--- src/rtl/uartlite_pkg.sv ---
// Register offsets and STAT/CTRL bit positions for the UART-Lite responder.
// Latency: n/a (declarations only).
// Backpressure: n/a.
package uartlite_pkg;

   // Register select, decoded from addr[3:2]
   typedef enum logic [1:0] {
      REG_RX   = 2'd0,
      REG_TX   = 2'd1,
      REG_STAT = 2'd2,
      REG_CTRL = 2'd3
   } reg_sel_e;

   // STAT bit positions
   localparam int STAT_RX_VALID = 0;
   localparam int STAT_RX_FULL  = 1;
   localparam int STAT_TX_EMPTY = 2;
   localparam int STAT_TX_FULL  = 3;
   localparam int STAT_IE       = 4;
   localparam int STAT_OVERRUN  = 5;

   // CTRL bit positions
   localparam int CTRL_RST_TX = 0;
   localparam int CTRL_RST_RX = 1;
   localparam int CTRL_IE     = 4;

endpackage

--- src/rtl/uartlite_fifo.sv ---
// Byte FIFO with push/pop/flush; pointers carry an extra MSB to tell full from empty.
// Latency: push visible on head/empty one cycle later; head is combinational from the read pointer.
// Backpressure: push ignored when full, pop ignored when empty, flush overrides both.
// Ports: clk/rst (sync, active-high), push/push_data, pop, flush, head_data, full, empty.
module uartlite_fifo #(
   parameter int DEPTH = 16
) (
   input  logic       clk,
   input  logic       rst,
   input  logic       push,
   input  logic [7:0] push_data,
   input  logic       pop,
   input  logic       flush,
   output logic [7:0] head_data,
   output logic       full,
   output logic       empty
);

   localparam int AW = $clog2(DEPTH);

   logic [AW:0] wr_ptr;
   logic [AW:0] rd_ptr;
   logic [7:0]  mem [DEPTH];
   logic        do_push;
   logic        do_pop;

   assign empty     = (wr_ptr == rd_ptr);
   assign full      = (wr_ptr[AW] != rd_ptr[AW]) && (wr_ptr[AW-1:0] == rd_ptr[AW-1:0]);
   assign do_push   = push && !full;
   assign do_pop    = pop && !empty;
   assign head_data = mem[rd_ptr[AW-1:0]];

   always_ff @(posedge clk) begin
      if (rst || flush) begin
         wr_ptr <= '0;
         rd_ptr <= '0;
      end else begin
         if (do_push) wr_ptr <= wr_ptr + 1'b1;
         if (do_pop)  rd_ptr <= rd_ptr + 1'b1;
      end
   end

   // Storage needs no reset; it is only observed through valid pointers.
   always_ff @(posedge clk) begin
      if (do_push && !flush) mem[wr_ptr[AW-1:0]] <= push_data;
   end

endmodule

--- src/rtl/axi_uartlite_responder.sv ---
// AXI4-Lite target exposing the UART-Lite register map (RX, TX, STAT, CTRL) over byte streams.
// Latency: R one cycle after AR handshake; B and register effect one cycle after AW+W both accepted.
// Backpressure: AR stalls while R is pending, AW/W stall while held or B pending; rx bytes dropped when full.
// Ports: clk/rst (sync, active-high), s_axi_* AXI4-Lite target, rx_valid/rx_data inbound byte strobe,
//        tx_valid/tx_ready/tx_data outbound byte handshake, irq one-cycle interrupt pulse.
module axi_uartlite_responder
   import uartlite_pkg::*;
#(
   parameter int FIFO_DEPTH = 16
) (
   input  logic        clk,
   input  logic        rst,
   input  logic [31:0] s_axi_awaddr,
   input  logic        s_axi_awvalid,
   output logic        s_axi_awready,
   input  logic [31:0] s_axi_wdata,
   input  logic [3:0]  s_axi_wstrb,
   input  logic        s_axi_wvalid,
   output logic        s_axi_wready,
   output logic [1:0]  s_axi_bresp,
   output logic        s_axi_bvalid,
   input  logic        s_axi_bready,
   input  logic [31:0] s_axi_araddr,
   input  logic        s_axi_arvalid,
   output logic        s_axi_arready,
   output logic [31:0] s_axi_rdata,
   output logic [1:0]  s_axi_rresp,
   output logic        s_axi_rvalid,
   input  logic        s_axi_rready,
   input  logic        rx_valid,
   input  logic [7:0]  rx_data,
   output logic        tx_valid,
   input  logic        tx_ready,
   output logic [7:0]  tx_data,
   output logic        irq
);

   // FIFO status
   logic       rx_full, rx_empty, tx_full, tx_empty;
   logic [7:0] rx_head;
   logic       rx_pop, rx_flush, tx_push, tx_pop, tx_flush;

   // Control/status state
   logic       ie;
   logic       overrun;
   logic       rx_empty_q, tx_empty_q;

   // Write channel state
   logic       aw_held, w_held;
   reg_sel_e   awsel_q;
   logic [7:0] wdata_q;
   logic       wstrb0_q;

   logic       ar_hs, aw_hs, w_hs, do_write, ctrl_wr;
   reg_sel_e   rd_sel, wr_sel;
   logic [7:0] wr_data;
   logic       wr_strb0;
   logic [7:0] stat_now;

   // Only addr[3:2], wdata[7:0] and wstrb[0] are meaningful.
   logic unused_bits;
   assign unused_bits = ^{s_axi_awaddr[31:4], s_axi_awaddr[1:0], s_axi_araddr[31:4],
                          s_axi_araddr[1:0], s_axi_wdata[31:8], s_axi_wstrb[3:1]};

   assign s_axi_bresp = 2'b00;
   assign s_axi_rresp = 2'b00;

   // ---------------- read path ----------------
   assign s_axi_arready = !s_axi_rvalid && !rst;
   assign ar_hs         = s_axi_arvalid && s_axi_arready;
   assign rd_sel        = reg_sel_e'(s_axi_araddr[3:2]);
   assign rx_pop        = ar_hs && (rd_sel == REG_RX) && !rx_empty;

   always_comb begin
      stat_now                = '0;
      stat_now[STAT_RX_VALID] = !rx_empty;
      stat_now[STAT_RX_FULL]  = rx_full;
      stat_now[STAT_TX_EMPTY] = tx_empty;
      stat_now[STAT_TX_FULL]  = tx_full;
      stat_now[STAT_IE]       = ie;
      stat_now[STAT_OVERRUN]  = overrun;
   end

   always_ff @(posedge clk) begin
      if (rst) begin
         s_axi_rvalid <= 1'b0;
         s_axi_rdata  <= '0;
      end else if (ar_hs) begin
         s_axi_rvalid <= 1'b1;
         case (rd_sel)
            REG_RX:   s_axi_rdata <= rx_empty ? 32'd0 : {24'd0, rx_head};
            REG_STAT: s_axi_rdata <= {24'd0, stat_now};
            default:  s_axi_rdata <= '0;
         endcase
      end else if (s_axi_rvalid && s_axi_rready) begin
         s_axi_rvalid <= 1'b0;
      end
   end

   // ---------------- write path ----------------
   assign s_axi_awready = !aw_held && !s_axi_bvalid && !rst;
   assign s_axi_wready  = !w_held && !s_axi_bvalid && !rst;
   assign aw_hs         = s_axi_awvalid && s_axi_awready;
   assign w_hs          = s_axi_wvalid && s_axi_wready;

   // The held copy and a live handshake are mutually exclusive, so whichever exists is the beat.
   assign wr_sel   = aw_held ? awsel_q : reg_sel_e'(s_axi_awaddr[3:2]);
   assign wr_data  = w_held ? wdata_q : s_axi_wdata[7:0];
   assign wr_strb0 = w_held ? wstrb0_q : s_axi_wstrb[0];
   assign do_write = (aw_held || aw_hs) && (w_held || w_hs) && !s_axi_bvalid;

   assign tx_push  = do_write && (wr_sel == REG_TX) && wr_strb0;
   assign ctrl_wr  = do_write && (wr_sel == REG_CTRL) && wr_strb0;
   assign tx_flush = ctrl_wr && wr_data[CTRL_RST_TX];
   assign rx_flush = ctrl_wr && wr_data[CTRL_RST_RX];

   always_ff @(posedge clk) begin
      if (rst) begin
         aw_held      <= 1'b0;
         w_held       <= 1'b0;
         awsel_q      <= REG_RX;
         wdata_q      <= '0;
         wstrb0_q     <= 1'b0;
         s_axi_bvalid <= 1'b0;
         ie           <= 1'b0;
      end else begin
         if (s_axi_bvalid && s_axi_bready) begin
            aw_held      <= 1'b0;
            w_held       <= 1'b0;
            s_axi_bvalid <= 1'b0;
         end else begin
            if (aw_hs) begin
               aw_held <= 1'b1;
               awsel_q <= reg_sel_e'(s_axi_awaddr[3:2]);
            end
            if (w_hs) begin
               w_held   <= 1'b1;
               wdata_q  <= s_axi_wdata[7:0];
               wstrb0_q <= s_axi_wstrb[0];
            end
            if (do_write) s_axi_bvalid <= 1'b1;
         end
         if (ctrl_wr) ie <= wr_data[CTRL_IE];
      end
   end

   // ---------------- byte streams ----------------
   assign tx_valid = !tx_empty && !rst;
   assign tx_pop   = tx_valid && tx_ready;

   uartlite_fifo #(.DEPTH(FIFO_DEPTH)) u_rx_fifo (
      .clk       (clk),
      .rst       (rst),
      .push      (rx_valid),
      .push_data (rx_data),
      .pop       (rx_pop),
      .flush     (rx_flush),
      .head_data (rx_head),
      .full      (rx_full),
      .empty     (rx_empty)
   );

   uartlite_fifo #(.DEPTH(FIFO_DEPTH)) u_tx_fifo (
      .clk       (clk),
      .rst       (rst),
      .push      (tx_push),
      .push_data (wr_data),
      .pop       (tx_pop),
      .flush     (tx_flush),
      .head_data (tx_data),
      .full      (tx_full),
      .empty     (tx_empty)
   );

   // Overrun: a new drop wins over a same-cycle STAT read so no event is lost.
   // irq: edge detect on the registered FIFO empties.
   always_ff @(posedge clk) begin
      if (rst) begin
         overrun    <= 1'b0;
         rx_empty_q <= 1'b1;
         tx_empty_q <= 1'b1;
         irq        <= 1'b0;
      end else begin
         if (rx_valid && rx_full)                   overrun <= 1'b1;
         else if (ar_hs && (rd_sel == REG_STAT))    overrun <= 1'b0;
         rx_empty_q <= rx_empty;
         tx_empty_q <= tx_empty;
         irq        <= ie && ((rx_empty_q && !rx_empty) || (!tx_empty_q && tx_empty));
      end
   end

endmodule

--- config.mk ---
export PLATFORM = sky130hd
export DESIGN_NAME = axi_uartlite_responder
export DESIGN_NICKNAME = d
export VERILOG_FILES = /design/src/rtl/uartlite_pkg.sv /design/src/rtl/uartlite_fifo.sv /design/src/rtl/axi_uartlite_responder.sv
export SDC_FILE = /design/constraint.sdc
export NUM_CORES = 1
export LEC_CHECK = 0
export BUFFER_PORTS_ARGS = -buffer_cell sky130_fd_sc_hd__buf_4
export CAP_MARGIN = 20
export CORE_ASPECT_RATIO = 0.7
export CORE_MARGIN = 1
export CORE_UTILIZATION = 62
export CTS_CLUSTER_DIAMETER = 40
export DETAILED_ROUTE_END_ITERATION = 10
export PLACE_DENSITY_LB_ADDON = 0.08
export SLEW_MARGIN = 10
export SYNTH_ARGS = -nofsm -noshare
export SYNTH_HDL_FRONTEND = slang
export SYNTH_SLANG_ARGS = --single-unit
--- constraint.sdc ---
create_clock -name clk -period 5.45 [get_ports clk]
set_clock_uncertainty 0.1 [all_clocks]
set_input_delay 0.545 -clock clk [delete_from_list [all_inputs] [get_ports clk]]
set_output_delay 0.545 -clock clk [all_outputs]
set_load 0.02 [all_outputs]
Yosys cells after proc, flatten, opt, wreduce, memory -nomap -nowiden:

Memory sizes are Yosys's and may differ from the RTL's. A register that Yosys moved wholly into a read port is not among the register bits.
Index checks and enable logic that the tools add are counted.
W data, S select, Z words.

* flip-flop bits (word level): 72
* bits in writable memories: 256
* word-level logic and storage cells: 108
* memories kept: 2

Memories
* u_rx_fifo.mem: words 16, bits a word 8, rd ports 1, clocked after memory_dff 1, write ports 1, line uartlite_fifo.sv:23 `logic [7:0] mem [DEPTH];`
* u_tx_fifo.mem: words 16, bits a word 8, rd ports 1, clocked after memory_dff 1, write ports 1, line uartlite_fifo.sv:23

* add/subtract/negate cells: 4
* equal/unequal tests: 9
* muxes and demuxes: 17
* bitwise gates (word level): 1
* reduce and logical (&&, ||, !) cells: 58

Operators with widths (count)
* $logic_and A1 B1 Y1: 35
* $add A5 B1 Y5 const B: 4
* $mux W4: 4
* $mux W8: 2
* $pmux W8 S2: 1
* $logic_not A1 Y1: 12
* $eq A5 B5 Y1: 2
* $mux W1: 9
* $eq A4 B4 Y1: 2
* $logic_or A1 B1 Y1: 5
* $eq A2 B2 Y1 const B: 2
* $reduce_and A2 Y1: 2
* $reduce_bool A2 Y1: 2
* $eq A2 B1 Y1 const B: 1
* $logic_not A2 Y1: 1
* $mux W2: 1
* $ne A1 B1 Y1: 2
* $reduce_or A2 Y1: 1
* $not A1 Y1: 1

Longest topological paths before layout:

Gate-level depths: netlist of run 1.

* word-level depth: 14
* depth in mapped cells: 8
* depth with buffers taken out: 5

Modules after synthesis:

A second synthesis of run 1 with hierarchy kept.

* cells, all modules: 751
* area, all modules: 13065.0 um^2

By module, submodules not included
* uartlite_fifo: times used 2, cells an instance 290, area an instance 5816.8 um^2
* axi_uartlite_responder: times used 1, cells an instance 171, area an instance 1431.4 um^2

Least setup slack after synthesis of run 1:

Ideal clock, no wire load.

* path type: register -> output
* start point: register with a tool-made name
* end point: output tx_data[0]
* arrival time: 1.874 ns
* data required time: 4.805 ns
* slack: 2.931 ns
* cell stages (with the launch flop): 5
* cells stage by stage: dfxtp_1 clkbuf_1 buf_2 mux4_2 mux4_2

RTL lines
* end, declared: line axi_uartlite_responder.sv:34 `output logic [7:0] tx_data,`

==> results by group, run 1 <==
Drt
  • Via density: just over 6
  • Drt pass-1 iters: 5
  • Post-route ant nets: 0
  • DR iter-0 viols: 698
  • Routed length per instance: ~24 um
  • Vias: 6680
  • Remaining DRCs: 0
  • WL final: approximately 26000 um

Timing
  • FMAX: approximately 290 MHz
  • Setup TNS: 0 ps
  • # setup viols final: 0
  • Slew @ Worst Pin: around 800 ps
  • Final Critical Period: roughly 3400 ps
  • Final Hold Vio Count: 0
  • Slew Limit Fails: 0
  • RSZ-0062 raised after global routing: false
  • Slew headroom: between 40 and 50%
  • Final worst path period share: between 60 and 70%

Worst hold path
  • Hold Crit Depth: 2
  • WHS Endpoint: s_axi_rvalid$_SDFFE_PP0P_
  • Hold Path Class: input pin to flop
  • HP Start: s_axi_rready

Logic synthesis
  • Post-synth EDFFs: 256
  • Synth Area per Inst: between 15 and 20 um^2
  • #FFs+latches synth: 312
  • Synth warn: 0
  • Synth area leader: edfxtp_1
  • Most frequently used flop master after synthesis: edfxtp_1
  • Share of the synthesized area in the top cell type: about 61%
  • Ys async rst share: 0%
  • Synth area leaders: edfxtp_1 (61%), mux4_2 (13%), dfxtp_1 (8.8%)
  • Post-Syn Area: 12670 um^2
  • Mapped Cells: around 730
  • Yosys cell types: 55
  • Post-synthesis sequential area ratio: a little over two thirds

Layout
  • Final nets: 917
  • Util after Layout: 72.31%
  • N_diodes: 0
  • Fill cells: around 1.2k
  • Area grow syn2layout: 13.57%
  • Layout cells sized above 1: between 20 and 30%
  • Multi-input gate area: ~3600 um^2
  • Sequential cell area: about 8800 um^2

Power and ir drop
  • Leakage: approximately 4.9 nW
  • Clock Power Share: between 40% and 50%
  • Switch share: between 20% and 30%
  • Worst VDD drop: 0.1866 mV
  • Psw: 1.088 mW
  • Comb power frac: between 4 and 5%
  • Sequential Power Share: 49.5%
  • Pwr Density: roughly 370 nW/um^2
  • Internal: 4.226 mW

Worst setup path
  • Worst reg-to-reg setup slack: about 2400 ps
  • Worst EP arrival: between 2000 and 3000 ps
  • CP max FO: 26
  • Slowest CP cell: mux4_2
  • Worst reg2reg endpoint: u_rx_fifo.mem[13][2]$_DFFE_PP_
  • Crit path kind: flop to output port
  • Worst Setup Start Kind: flop
  • Delay-heaviest family, CP: multiplexers
  • Worst Path Required: 4810 ps
  • Worst reg2reg path depth: 5
  • WP buf/inv: 2
  • Kind of end point of the critical path: output port
  • Crit-path max cell delay: roughly 630 ps
  • Worst r2r src: w_held$_SDFFE_PP0P_
  • Critical path, cell by cell: buf_4 -> mux4_2 -> mux4_2 -> buf_4

CTS
  • Setup Fix Bufs, Post-CTS: 0
  • Post_cts resized: 0
  • Clk sink count: 312
  • Hold buffer count at CTS: 0
  • CTS Buf Count: 35
  • Clock root buffer: clkbuf_16
  • CTS tree: done
  • Worst skew pair latency: approximately 500 ps
  • H-tree level count: 2
  • Clock buffer depth: 3
  • Clk slew on worst S/H paths: ~60 ps

Global route
  • Grt total ovfl: 0
  • Met2 global-route usage: between 30% and 40%
  • Met3 Track Usage GR: ~5.2%
  • Met1 usage: between 30% and 40%
  • Most used routing layer: met1
  • Antenna violations before repair: 2
  • Tot GR Track Use: approximately a quarter
  • First-pass GRT wire length: 39330 um
  • Vias in the first global route: around 6.8k
  • Largest net degree at the start of global routing: 38

Floorplanning
  • Ports: ~170
  • Vert. Die Dim: 121.6 um
  • Site Rows: 43
  • Die area: between 20000 and 25000 um^2
  • Core box area: between 15000 and 20000 um^2
  • Starting Density: between 60% and 70%
  • DIE WIDTH: around 170 um

Place
  • IO buf count: 52
  • Placer Congestion: a little over 0.8
  • Half-perimeter wire length after placement: around 16000 um

Run status
  • Status: complete, no violations

Run
  • Max-cap violations: 0
how the worst max path moves through the flow:
stage / startpoint / endpoint / slack, ps / cells past startpoint
after global placement: rst / u_rx_fifo.mem[10][6]$_DFFE_PP_ / 2500 / 6
after global routing: flop / tx_data[1] / 1890 / 4
after floorplan: flop / tx_data[0] / 2930 / 4
final: flop / tx_data[1] / 2040 / 4
after CTS: flop / tx_data[1] / 1960 / 4
after detailed placement: rst / u_rx_fifo.mem[4][6]$_DFFE_PP_ / 2340 / 6
area by class of cell:
class                   instances  share of cell area (%)
clock buffers                  41                   6.606
repair buffers                 57                   2.973
multi-input cells             375                   24.73
flip-flops and latches        312                   61.20
inverters                       9                  0.2347
well taps                     270                   2.347
clock inverters                22                   1.912
per-stage QoR:
step | area [um^2] | instances | hold WS [ps] | power [mW] | worst slack [ps]
floorplan | 12780 | 756 | 332.9 | 2.825 | 2931
global placement | 13170 | 1023 | 339.0 | 2.881 | 2495
detailed placement | 13170 | 1023 | 350.1 | 2.895 | 2341
CTS | 14400 | 1086 | 112.6 | 5.338 | 1963
global route | 14400 | 1086 | 123.0 | 5.456 | 1886
finish | 14400 | 1086 | 129.6 | 5.314 | 2036
cells in the final DEF (no fill, tap or decap), drive strengths merged, types with 2 or more instances in the layout:
master / n
mux2: 12
a211oi: 6
mux4: 73
and3: 39
xnor2: 11
o22ai: 4
nor2: 32
edfxtp: 256
o21ai: 6
buf: 57
nand4: 2
ha: 10
clkinv: 10
nor3: 7
inv: 12
nand3: 11
a21o: 2
clkbuf: 41
nand2b: 3
a22oi: 11
xor2: 13
and2: 7
bufinv: 6
dfxtp: 56
o211ai: 6
or2: 3
conb: 28
mux2i: 7
nand2: 35
o31ai: 2
clkinvlp: 3
a2111oi: 2
nor2b: 9
a21oi: 23
flip-flops by register name, indices dropped and copies added (netlist names), 2 cells and up, named ones only:
| register | cells |
|---|---|
| u_tx_fifo.rd_ptr | 5 |
| u_rx_fifo.rd_ptr | 5 |
| u_tx_fifo.wr_ptr | 5 |
| s_axi_rdata | 8 |
| wdata_q | 8 |
| awsel_q | 2 |
| u_rx_fifo.mem | 128 |
| u_rx_fifo.wr_ptr | 5 |
| u_tx_fifo.mem | 128 |
metal layers:
metal / share of wire, % / vias to the layer above
met1: 46 / 3373
met2: 44 / 319
li1: - / 2941
met5: 0.050 / -
met4: 1.6 / 2
met3: 8.7 / 45
synth_stat cells, types with 4 or more instances:
| library cell | n |
|---|---|
| ha_1 | 10 |
| xnor2_1 | 11 |
| xor2_1 | 13 |
| nor3_1 | 6 |
| nand3_1 | 11 |
| o21ai_0 | 4 |
| mux4_2 | 73 |
| buf_4 | 28 |
| buf_2 | 8 |
| a21oi_1 | 23 |
| o211ai_1 | 5 |
| nand2_1 | 35 |
| and2_1 | 7 |
| a22oi_1 | 11 |
| o22ai_1 | 4 |
| clkbuf_1 | 16 |
| mux2i_1 | 7 |
| inv_1 | 9 |
| mux2_2 | 11 |
| nor2_1 | 32 |
| dfxtp_1 | 56 |
| edfxtp_1 | 256 |
| and3_1 | 39 |
| a211oi_1 | 6 |
| nor2b_1 | 9 |
power by group through the flow:
| stage | clock, mW | sequential, mW | combinational [mW] |
|---|---|---|---|
| after floorplan | 0 | 2.68 | 0.149 |
| after global placement | 0 | 2.68 | 0.204 |
| after global routing | 2.59 | 2.63 | 0.234 |
| after CTS | 2.49 | 2.63 | 0.216 |
| after detailed placement | 0 | 2.68 | 0.215 |
| final | 2.47 | 2.63 | 0.217 |
logic make-up after synthesis:
family	Yosys count	synth area share, %
adders and majority gates	10	0.9872
and+or+nand+nor	154	6.427
buffers and inverters	69	3.218
muxes	92	14.62
AOI/OAI and AO/OA	67	3.564
other	1	0.02959
DFF	312	69.50
xor gates and xnor gates	24	1.658
Note: power is estimated with default switching activity, not from simulation.
==> run 2, diff against run 1 <==
- CORE_UTILIZATION: 62 -> 57
- clock period: 5.45 -> 3.5 ns (I/O delays scaled with it)
==> run 2 against run 1 <==
Against the previous run:
- die area is 8.6% higher
- sequential share of layout area is 0.25 points higher
- combinational power increased by 56%
- final area fell by 0.40%
- via count is 0.70% lower
- critical path type is now flop to flop
- critical endpoint is now u_rx_fifo.mem[15][6]$_DFFE_PP_
==> results by group, run 2 (same netlist as run 1, synthesis figures left out) <==
Run status
  • Status: complete, no violations

Drt
  • DR iter-0 viols: 684 (-2.0%)
  • Via density: 6.025 (-2.1%)
  • Post-route ant nets: 0 (unchanged)
  • WL final: 25250 um (-2.3%)
  • Routed length per instance: 22.93 um (-3.6%)
  • Drt pass-1 iters: 5 (unchanged)
  • Vias: 6633 (-0.70%)
  • Remaining DRCs: 0 (unchanged)

CTS
  • Clk slew on worst S/H paths: 60 ps (about the same)
  • CTS Buf Count: 34 (-2.9%)
  • Clock buffer depth: 3 (unchanged)
  • Clock root buffer: clkbuf_16
  • H-tree level count: 2 (unchanged)
  • Hold buffer count at CTS: 4 (+4)
  • CTS tree: done
  • Worst skew pair latency: 500 ps (about the same)
  • Post_cts resized: 0 (unchanged)
  • Clk sink count: 312 (unchanged)
  • Setup Fix Bufs, Post-CTS: 0 (unchanged)

Worst setup path
  • Slowest CP cell: dfxtp_1
  • WP buf/inv: 0 (-2)
  • Delay-heaviest family, CP: simple AND/OR/NAND/NOR gates
  • Kind of end point of the critical path: flop
  • Crit-path max cell delay: 670 ps (+40 ps)
  • Critical path, cell by cell: mux2_2 -> nand2_1 -> nor3_1 -> nor2_1 -> and3_1
  • Worst Setup Start Kind: flop
  • CP max FO: 17 (-35%)
  • Worst EP arrival: 3080 ps (+310 ps)
  • Worst Path Required: 3530 ps (-1280 ps)
  • Crit path kind: flop to flop

Power and ir drop
  • Worst VDD drop: 0.3272 mV (+75%)
  • Sequential Power Share: 52.0% (+2.5 points)
  • Pwr Density: 549.2 nW/um^2 (+49%)
  • Clock Power Share: 43.7% (-2.7 points)
  • Psw: 1.648 mW (+52%)
  • Switch share: 20.93% (+0.46 points)
  • Internal: 6.226 mW (+47%)
  • Comb power frac: 4.3% (+0.2 points)
  • Leakage: 4.853 nW (-0.67%)
  • Tot Pwr: 7.874 mW (+48%)

Place
  • Placer Congestion: 0.8111 (+0.61%)
  • Half-perimeter wire length after placement: 16370 um (-0.52%)
  • Placed insts: 1036 (+1.3%)
  • IO buf count: 52 (unchanged)
  • Area post-placement: 13200 um^2 (+0.27%)
  • Pre-CTS setup slack: 497.4 ps (-1844 ps)

Timing
  • # setup viols final: 0 (unchanged)
  • Final worst path period share: between 80% and 90%
  • Slew @ Worst Pin: 855.2 ps (+45.18 ps)
  • Hold WS: 15.56 ps (-114.0 ps)
  • FMAX: about 330 MHz
  • Setup TNS: 0 ps (unchanged)
  • Final Hold Vio Count: 0 (unchanged)
  • Slew Limit Fails: 0 (unchanged)
  • Final Critical Period: a little over 3000 ps
  • Slew headroom: 42.99% (-3.0 points)
  • RSZ-0062 raised after global routing: false
  • Post-route setup slack: 450.4 ps (-1586 ps)

Layout
  • Commonest non-fill, non-tap cells in the layout: edfxtp_1 (256), mux4_2 (73), buf_4 (57), dfxtp_1 (55), and3_1 (39)
  • Util after Layout: 65.97% (-6.3 points)
  • N_diodes: 0 (unchanged)
  • Fin area: 14340 um^2 (-0.40%)
  • Fin cells: 1101 (+1.4%)
  • Area grow syn2layout: 13.12%
  • Layout cells sized above 1: 25.27% (-0.71 points)
  • Most common cell after layout, fill and taps aside: edfxtp_1
  • Final nets: 921 (+0.44%)

Floorplanning
  • Vert. Die Dim: 126.8 um (+4.2%)
  • Ports: 168 (unchanged)
  • Site Rows: 45 (+4.7%)
  • Die area: 22850 um^2 (+8.6%)
  • Starting Density: 58.32% (-5.4 points)
  • DIE WIDTH: 180.2 um (+4.2%)
  • Core box area: 21730 um^2 (+9.2%)

Global route
  • First-pass GRT wire length: 38680 um (-1.7%)
  • Vias in the first global route: 6762 (-0.15%)
  • Grt total ovfl: 0 (unchanged)
  • Antenna violations before repair: 0 (-2)
  • Tot GR Track Use: 23.04% (-2.5 points)
  • Largest net degree at the start of global routing: 38 (unchanged)

Worst hold path
  • Hold Path Class: input pin to flop

Run
  • Max-cap violations: 0 (unchanged)
-- run 2: changes by cell type in the layout (fill, tap and decap cells not counted), sizes merged --
cell         previous run  this run
inv                    12        13
clkbuf                 41        46
clkinvlp                3         0
bufinv                  6         1
buf                    57        58
dlygate4sd3             0         4
-- run 2: final timing paths --
check / depth (start not counted) / slack (ps) / startpoint / endpoint
setup reg to reg: 5 / 450 / w_held$_SDFFE_PP0P_ / u_rx_fifo.mem[15][6]$_DFFE_PP_
hold reg to reg: 2 / 360 / awsel_q[0]$_SDFFE_PP0P_ / awsel_q[0]$_SDFFE_PP0P_
hold / removal: 3 / 20 / s_axi_wdata[5] / wdata_q[5]$_SDFFE_PP0P_
setup / recovery: 5 / 450 / w_held$_SDFFE_PP0P_ / u_rx_fifo.mem[15][6]$_DFFE_PP_
-- run 2: cell type report --
cell class	instances	area (um^2)
flip-flops and latches	312	8810
fillers	1487	7396
multi-input cells	375	3560
clock buffers	46	969.7
repair buffers	62	488.0
well taps	282	352.8
clock inverters	15	123.9
inverters	9	33.78
-- run 2: worst register-to-register path: stages (launching register included) --
cell and delay (ps):
dfxtp_1 670, mux2_2 550, nand2_1 100, nor3_1 70, nor2_1 530, and3_1 650
-- run 2: power groups by stage --
stage / combinational (mW) / clock [mW] / sequential, mW
4_1_cts: 0.336 / 3.49 / 4.09
5_1_grt: 0.365 / 3.65 / 4.10
2_1_floorplan: 0.233 / 0 / 4.17
3_5_place_dp: 0.331 / 0 / 4.17
3_3_place_gp: 0.318 / 0 / 4.17
6_report: 0.339 / 3.44 / 4.09
-- run 2: layer usage --
metal / up-vias / global-route usage, % / part of all wire (%) / routed length, um
met4: 0 / 5.631 / 1.2 / 296
li1: 2953 / - / - / -
met1: 3378 / 34.55 / 46 / 11610
met2: 271 / 34.20 / 44 / 11150
met3: 31 / 5.828 / 8.7 / 2193
met5: - / 0 / 0 / 0
